## src/rtl/l2_refill_queue_pkg.sv

```systemverilog
// Shared L2 D-channel response definitions: field widths, opcode constants and
// the packed queue entry layout used by the refill queue.
package l2_refill_queue_pkg;

    localparam int OP_BITS     = 3;
    localparam int SOURCE_BITS = 4;
    localparam int DATA_BITS   = 32;

    localparam logic [OP_BITS-1:0] ACCESS_ACK      = 3'd0;
    localparam logic [OP_BITS-1:0] ACCESS_ACK_DATA = 3'd1;

    typedef struct packed {
        logic [OP_BITS-1:0]     opcode;
        logic [SOURCE_BITS-1:0] source;
        logic [DATA_BITS-1:0]   data;
    } resp_entry_t;

    localparam int ENTRY_BITS = OP_BITS + SOURCE_BITS + DATA_BITS;

    function automatic logic op_has_data(input logic [OP_BITS-1:0] op);
        return (op == ACCESS_ACK_DATA);
    endfunction

endpackage

```

## src/rtl/l2_sync_fifo.sv

```systemverilog
// Generic synchronous FIFO with naturally wrapping pointers and an occupancy
// counter; a push while full is accepted only if a pop frees a slot that cycle.
module l2_sync_fifo #(
    parameter int WIDTH    = 8,
    parameter int DEPTH    = 4,
    parameter int CNT_BITS = $clog2(DEPTH) + 1
) (
    input  logic                clk,
    input  logic                rst_n,
    input  logic                push_i,
    input  logic [WIDTH-1:0]    wdata_i,
    input  logic                pop_i,
    output logic [WIDTH-1:0]    rdata_o,
    output logic                full_o,
    output logic                empty_o,
    output logic [CNT_BITS-1:0] count_o
);

    localparam int PTR_BITS = $clog2(DEPTH);

    logic [PTR_BITS-1:0] wr_ptr_q, wr_ptr_d;
    logic [PTR_BITS-1:0] rd_ptr_q, rd_ptr_d;
    logic [CNT_BITS-1:0] count_q, count_d;
    logic [WIDTH-1:0]    mem_q [DEPTH];
    logic                push_ok;
    logic                pop_ok;

    assign empty_o = (count_q == '0);
    assign full_o  = (count_q == CNT_BITS'(DEPTH));
    assign pop_ok  = pop_i & ~empty_o;
    assign push_ok = push_i & (~full_o | pop_ok);
    assign rdata_o = mem_q[rd_ptr_q];
    assign count_o = count_q;

    always_comb begin
        wr_ptr_d = wr_ptr_q;
        rd_ptr_d = rd_ptr_q;
        count_d  = count_q;
        if (push_ok) wr_ptr_d = wr_ptr_q + PTR_BITS'(1);
        if (pop_ok)  rd_ptr_d = rd_ptr_q + PTR_BITS'(1);
        case ({push_ok, pop_ok})
            2'b10:   count_d = count_q + CNT_BITS'(1);
            2'b01:   count_d = count_q - CNT_BITS'(1);
            default: count_d = count_q;
        endcase
    end

    // Storage is cleared on reset so the head reads zero until the first push.
    always_ff @(posedge clk or negedge rst_n) begin
        if (!rst_n) begin
            wr_ptr_q <= '0;
            rd_ptr_q <= '0;
            count_q  <= '0;
            for (int i = 0; i < DEPTH; i++) mem_q[i] <= '0;
        end else begin
            wr_ptr_q <= wr_ptr_d;
            rd_ptr_q <= rd_ptr_d;
            count_q  <= count_d;
            if (push_ok) mem_q[wr_ptr_q] <= wdata_i;
        end
    end

endmodule

```

## src/rtl/l2_refill_queue.sv

```systemverilog
// Elastic queue behind the non-stallable D-channel sink: buffers responses,
// exports free-slot credits and flags any beat dropped while full.
module l2_refill_queue
    import l2_refill_queue_pkg::*;
#(
    parameter int DEPTH    = 4,
    parameter int CNT_BITS = $clog2(DEPTH) + 1
) (
    input  logic                   clk,
    input  logic                   rst_n,
    input  logic                   resp_valid_i,
    input  logic [OP_BITS-1:0]     resp_opcode_i,
    input  logic [SOURCE_BITS-1:0] resp_source_i,
    input  logic [DATA_BITS-1:0]   resp_data_i,
    output logic                   out_valid_o,
    input  logic                   out_ready_i,
    output logic [OP_BITS-1:0]     out_opcode_o,
    output logic [SOURCE_BITS-1:0] out_source_o,
    output logic [DATA_BITS-1:0]   out_data_o,
    output logic                   out_has_data_o,
    output logic [CNT_BITS-1:0]    free_slots_o,
    output logic                   overflow_o,
    input  logic                   overflow_clr_i
);

    resp_entry_t         wr_entry;
    resp_entry_t         head;
    logic                full;
    logic                empty;
    logic                pop;
    logic                drop;
    logic [CNT_BITS-1:0] count;
    logic                overflow_q, overflow_d;

    assign wr_entry = {resp_opcode_i, resp_source_i, resp_data_i};

    l2_sync_fifo #(
        .WIDTH    (ENTRY_BITS),
        .DEPTH    (DEPTH),
        .CNT_BITS (CNT_BITS)
    ) u_fifo (
        .clk     (clk),
        .rst_n   (rst_n),
        .push_i  (resp_valid_i),
        .wdata_i (wr_entry),
        .pop_i   (pop),
        .rdata_o (head),
        .full_o  (full),
        .empty_o (empty),
        .count_o (count)
    );

    assign out_valid_o    = ~empty;
    assign pop            = out_valid_o & out_ready_i;
    assign out_opcode_o   = head.opcode;
    assign out_source_o   = head.source;
    assign out_data_o     = head.data;
    assign out_has_data_o = op_has_data(head.opcode);

    // Counter is a register, so credits reflect edge-N traffic from cycle N+1.
    assign free_slots_o = CNT_BITS'(DEPTH) - count;

    // A drop in the same cycle as a clear keeps the flag set.
    assign drop = resp_valid_i & full & ~pop;

    always_comb begin
        overflow_d = overflow_q;
        if (overflow_clr_i) overflow_d = 1'b0;
        if (drop)           overflow_d = 1'b1;
    end

    always_ff @(posedge clk or negedge rst_n) begin
        if (!rst_n) overflow_q <= 1'b0;
        else        overflow_q <= overflow_d;
    end

    assign overflow_o = overflow_q;

endmodule

```

## config.mk

```make
export PLATFORM = sky130hd
export DESIGN_NAME = l2_refill_queue
export DESIGN_NICKNAME = d
export VERILOG_FILES = /design/src/rtl/l2_refill_queue_pkg.sv /design/src/rtl/l2_sync_fifo.sv /design/src/rtl/l2_refill_queue.sv
export SDC_FILE = /design/constraint.sdc
export NUM_CORES = 1
export LEC_CHECK = 0
export BUFFER_PORTS_ARGS = -buffer_cell sky130_fd_sc_hd__clkbuf_2
export CORE_MARGIN = 2
export CORE_UTILIZATION = 35
export DETAILED_ROUTE_END_ITERATION = 7
export REMOVE_ABC_BUFFERS = 1
export SLEW_MARGIN = 10
export SYNTH_ARGS = -nofsm -noshare
export SYNTH_HDL_FRONTEND = slang
export SYNTH_SLANG_ARGS = --single-unit
```

## constraint.sdc

```tcl
create_clock -name clk -period 3 [get_ports clk]
set_input_delay 0.6 -clock clk [delete_from_list [all_inputs] [get_ports clk]]
set_output_delay 0.6 -clock clk [all_outputs]
set_load 0.1 [all_outputs]
```

# Word level (Yosys, flattened, before mapping)
# Cells that the tools add are included.
[totals]
register_bits = 164
latch_bits = 0
ram_bits = 0
romBits = 0
inputBits = 44
output_inout_bits = 45
wordCells = 44
mem_count = 0
[op_classes]
n_addsub = 5
mul = 0
div_mod_pow = 0
n_lt_le_gt_ge = 3
eq_ne = 4
shift = 0
mux = 9
bitwise_logic = 11
reduce_logical = 4
[ops]
columns = ["operator", "n"]
rows = [
  ["$bwmux W156", 1],
  ["$mux W39", 3],
  ["$bmux W39 S2", 1],
  ["$demux W39 S2", 1],
  ["$ge A3 B3 Y1 const B", 2],
  ["$not A2 Y3", 2],
  ["$pmux W3 S2", 1],
  ["$and A1 B1 Y1", 5],
  ["$add A2 B1 Y2 const B", 2],
  ["$reduce_bool A2 Y1", 2],
  ["$add A3 B1 Y3 const B", 1],
  ["$eq A3 B1 Y1 const B", 1],
  ["$eq A3 B3 Y1 const B", 1],
  ["$logic_not A3 Y1", 1],
  ["$lt A3 B1 Y1 const B", 1],
  ["$not A1 Y1", 3],
  ["$sub A3 B1 Y3 const B", 1],
  ["$sub A3 B3 Y3 const A", 1],
  ["$eq A2 B1 Y1 const B", 1],
  ["$eq A2 B2 Y1 const B", 1],
  ["$mux W1", 2],
  ["$logic_and A1 B1 Y1", 1],
  ["$or A1 B1 Y1", 1],
]

# Longest topological paths before layout
[logic_depth]
word_depth = 8
depth_mapped = 12
ltp_nobuf = 11

# Modules after synthesis
# From an unflattened synthesis, not the netlist that was laid out.
[hier_totals]
hier_cells = 428
hier_area_um2 = 7244.4
[modules_own_cells]
columns = ["module", "n_inst", "cells_per_inst", "area_per_inst_um2", "seq_area_each_um2"]
rows = [
  ["l2_sync_fifo", 1, 417, 7145.6, 4078.9],
  ["l2_refill_queue", 1, 11, 98.8, 25.0],
]

# Worst setup path after synthesis
# No wires, ideal clock.
[synth_path]
path_kind = "register to output"
from = "register u_fifo.rd_ptr_q[0]"
to = "output port out_has_data_o"
arrival_ps = 3563
required_ps = 2400
path_slack_ps = -1163
stages_incl_launch_ff = 4
n_path_buf = 1
path_cell_list = "dfrtp_1 > buf_2 > mux4_2 > nor3b_1"
[synth_between]
elab_chain_cells = 5
[synth_lines]
columns = ["item", "line_no", "rtl"]
rows = [
  ["start: declaration", "l2_sync_fifo.sv:22", "logic [PTR_BITS-1:0] rd_ptr_q, rd_ptr_d;"],
  ["start signal: assignment", "l2_sync_fifo.sv:57", "rd_ptr_q <= rd_ptr_d;"],
  ["$not A2 Y3 (implied by the code)", "l2_sync_fifo.sv:32", "assign rdata_o = mem_q[rd_ptr_q];"],
  ["$bmux W39 S2", "l2_sync_fifo.sv:32", ""],
  ["$mux W39 (implied by the code) (2 in series)", "l2_sync_fifo.sv:32", ""],
  ["named net out_opcode_o[1]", "l2_refill_queue.sv:17", "output logic [OP_BITS-1:0] out_opcode_o,"],
  ["$eq A3 B1 Y1", "l2_refill_queue_pkg.sv:21", "return (op == ACCESS_ACK_DATA);"],
  ["end: declaration", "l2_refill_queue.sv:20", "output logic out_has_data_o,"],
]
# The timed path passes the listed nets, and every way through them passes these cells. The select of a mux whose other input is x is not followed.

# Final worst setup path
[layout_path]
from = "register u_fifo.rd_ptr_q[0]"
to = "output port out_data_o[28]"
[layout_between]
elab_chain_cells = 4
[layout_lines]
columns = ["item", "line_no", "rtl"]
rows = [
  ["$not A2 Y3 (implied by the code)", "l2_sync_fifo.sv:32", ""],
  ["$bmux W39 S2", "l2_sync_fifo.sv:32", ""],
  ["$mux W39 (implied by the code) (2 in series)", "l2_sync_fifo.sv:32", ""],
  ["end: declaration", "l2_refill_queue.sv:19", "output logic [DATA_BITS-1:0] out_data_o,"],
]
# No other way between the ends. The select of a mux whose other input is x is not followed.

==> results.py <==
metrics = {
    "sta": {
        "setup_violations": 0,
        "report.final.slew_viol_count": 0,
        "rsz0062_at_grt": "no",
        "max_freq_ghz": 0.3514,
        "tightest_slew_ps": 560.9,
        "whs_ps": 103.5,
        "fin_setup_tns_ps": 0,
        "fin_skew_ps": 18.51,
        "slew_headroom_pct": 62.77,
        "layout_min_cycle_time_ps": 2846,
        "timing.final.crit_share_pct": 94.87,
        "finalHoldViolCount": 0,
    },
    "cells_and_area": {
        "layout_commonest_cell": "dfrtp_1",
        "drive_gt1_share_pct": 63.47,
        "fillers": 1913,
        "mostFrequentLayoutCells": "dfrtp_1, mux2_2, clkbuf_2",
        "fin_util_pct": 42.00,
        "nets": 571,
        "area_growth_pct": 18.09,
        "num_antenna_cells": 0,
        "layout.cells.non_filler": 806,
    },
    "worst_setup_path": {
        "cp_slowest_cell": "dfrtp_4",
        "worst_path_largest_cell_delay_ps": 580,
        "r2r_setup_slack_ps": 300,
        "worstRegToRegCells": 11,
        "crit_fanout": 12,
        "endpoint_kind": "primary output",
        "reg2reg_from": "u_fifo.count_o[0]",
        "critPathRequiredTime_ps": 2400,
        "cp_cell_sequence": "buf_4 -> mux4_2 -> clkbuf_2",
        "r2r_end": "u_fifo.count_o[2]",
        "crit_type": "reg2out",
        "start_kind": "register",
        "crit_arrival_ps": 2250,
    },
    "synthesis": {
        "netlist.area_leader.share_pct": 54.90,
        "syn-cell-area_sq_mm": 0.007476,
        "yosys-top-cells-area": "dfrtp_1, mux2_2, mux4_2",
        "synth_cell_type_count": 21,
        "yosys_warnings": 0,
        "yosys.area.top_type": "dfrtp_1",
        "ys_seq_area_share_pct": 54.90,
        "ys_ff_latch": 164,
        "avgSynthCellArea_sq_um": 17.63,
        "syn_inst": 424,
    },
    "floorplanning": {
        "die_area_sq_mm": 0.02255,
        "design.core.area_sq_mm": 0.02102,
        "io_pins": 89,
        "start_util_pct": 35.56,
        "rows": 53,
        "die_w_um": 150.2,
        "die_y_um": 150.2,
    },
    "global_route": {
        "grt_pass1_wl_um": 24660,
        "grt_usage_pct": 14.63,
        "grt_max_degree": 73,
        "overflow": 0,
        "grt_pass1_vias": 4509,
        "grt_antenna_before_repair": 2,
    },
    "placed_design": {
        "portBuffers": 88,
        "hpwl_um": 9807,
        "dp.cells": 774,
        "gp_congestion": 0.6880,
    },
    "clock_network": {
        "htreeDepth": 4,
        "clk-insertion-delay-late_ps": 440,
        "cts.sinks": 164,
        "cts_tree": "done",
        "clockRootBuffer": "clkbuf_16",
        "hold_buffers": 0,
        "cts_buffers": 17,
        "clk_transition_reported_paths_ps": 70,
        "cts_setup_buffers": 0,
        "clk_path_buf_depth": 2,
        "ctsResizeCount": 0,
    },
    "outcome": {
        "status": "finished, final reports clean",
    },
    "hold_path": {
        "worstHoldPathType": "in2async",
    },
    "detailed_routing": {
        "drc": 0,
        "vias": 3973,
        "viasPerCell": 4.929,
        "drt_pre_antenna_iters": 4,
        "wl_per_cell_um": 18.51,
        "routed_wirelength_um": 14920,
        "final_antenna_net_count": 0,
        "drtIter0Drc": 152,
    },
    "job": {
        "cap_viol_max_count": 0,
    },
}
metrics by stage:
stage          setup WS [ps]  area (sq um)
6_report               154.0          8828
3_5_place_dp           332.6          8213
5_1_grt                39.66          8828
2_1_floorplan          -2527          7212
4_1_cts                103.1          8828
3_3_place_gp           444.5          8213
cells by family after synthesis:
kind of cell             after synthesis  synth area share (%)
multiplexers                         197                 37.54
flip-flops                           164                 54.90
buffers and inverters                 38                 4.084
adder cells (fa/ha/maj)                9                 1.607
AO/OA/AOI/OAI                          6                0.8535
XOR/XNOR                               6                0.7029
AND/OR/NAND/NOR                        4                0.3180
how the worst max path moves through the flow:
stage	end	slack, ps	cells past startpoint	startpoint
finish	out_data_o[28]	150	3	u_fifo.rd_ptr_q[0]
detailed placement	u_fifo.count_o[2]	330	11	u_fifo.count_o[0]
global placement	u_fifo.count_o[2]	440	11	u_fifo.count_o[0]
CTS	out_data_o[28]	100	3	u_fifo.rd_ptr_q[0]
floorplan	out_has_data_o	-2530	2	u_fifo.rd_ptr_q[0]
global route	out_data_o[28]	40	3	u_fifo.rd_ptr_q[0]
critical path, delay by kind of cell (launching register included):
family	cells	cell delay, ps
buffers and inverters	2	690
flip-flops	1	580
multiplexers	1	530
layer usage:
layer  up-vias  global-route usage (%)  wire [um]
li1       1758                       -          -
met1      2121                   18.42       6492
met2        78                   24.06       7557
met3        16                   4.333        692
met4         0                   5.236        174
met5         -                       0          0
layout make-up:
| cell class | instances | area (sq um) | share of cell area (%) |
|---|---|---|---|
| tap | 275 | 344.1 | 3.897 |
| timing repair buffer | 102 | 616.8 | 6.987 |
| clock buffer | 17 | 425.4 | 4.819 |
| multi-input combinational | 222 | 3102 | 35.13 |
| sequential | 164 | 4109 | 46.54 |
| inverter | 11 | 41.29 | 0.4677 |
| clock inverter | 15 | 190.2 | 2.154 |
cell usage after synthesis:
cell type  count
buf_12         4
buf_2          6
buf_4         10
buf_6          7
dfrtp_1      164
fa_1           1
ha_1           8
inv_1         11
mux2_2       117
mux2_4        40
mux2i_1        1
mux4_2        39
nand2_1        1
nor2_1         1
nor2b_2        1
nor3b_1        1
o211ai_2       4
o21ai_0        1
o32ai_1        1
xnor2_1        4
xor2_1         2
state kept, by name (all words and copies together), names as in the netlist:
| name | cells |
|---|---|
| overflow_o | 1 |
| u_fifo.wr_ptr_q | 2 |
| u_fifo.mem_q | 156 |
| u_fifo.count_o | 3 |
| u_fifo.rd_ptr_q | 2 |
Power is not shown: default switching activity piles up to over one toggle a cycle in this logic, so the estimate is an artifact.
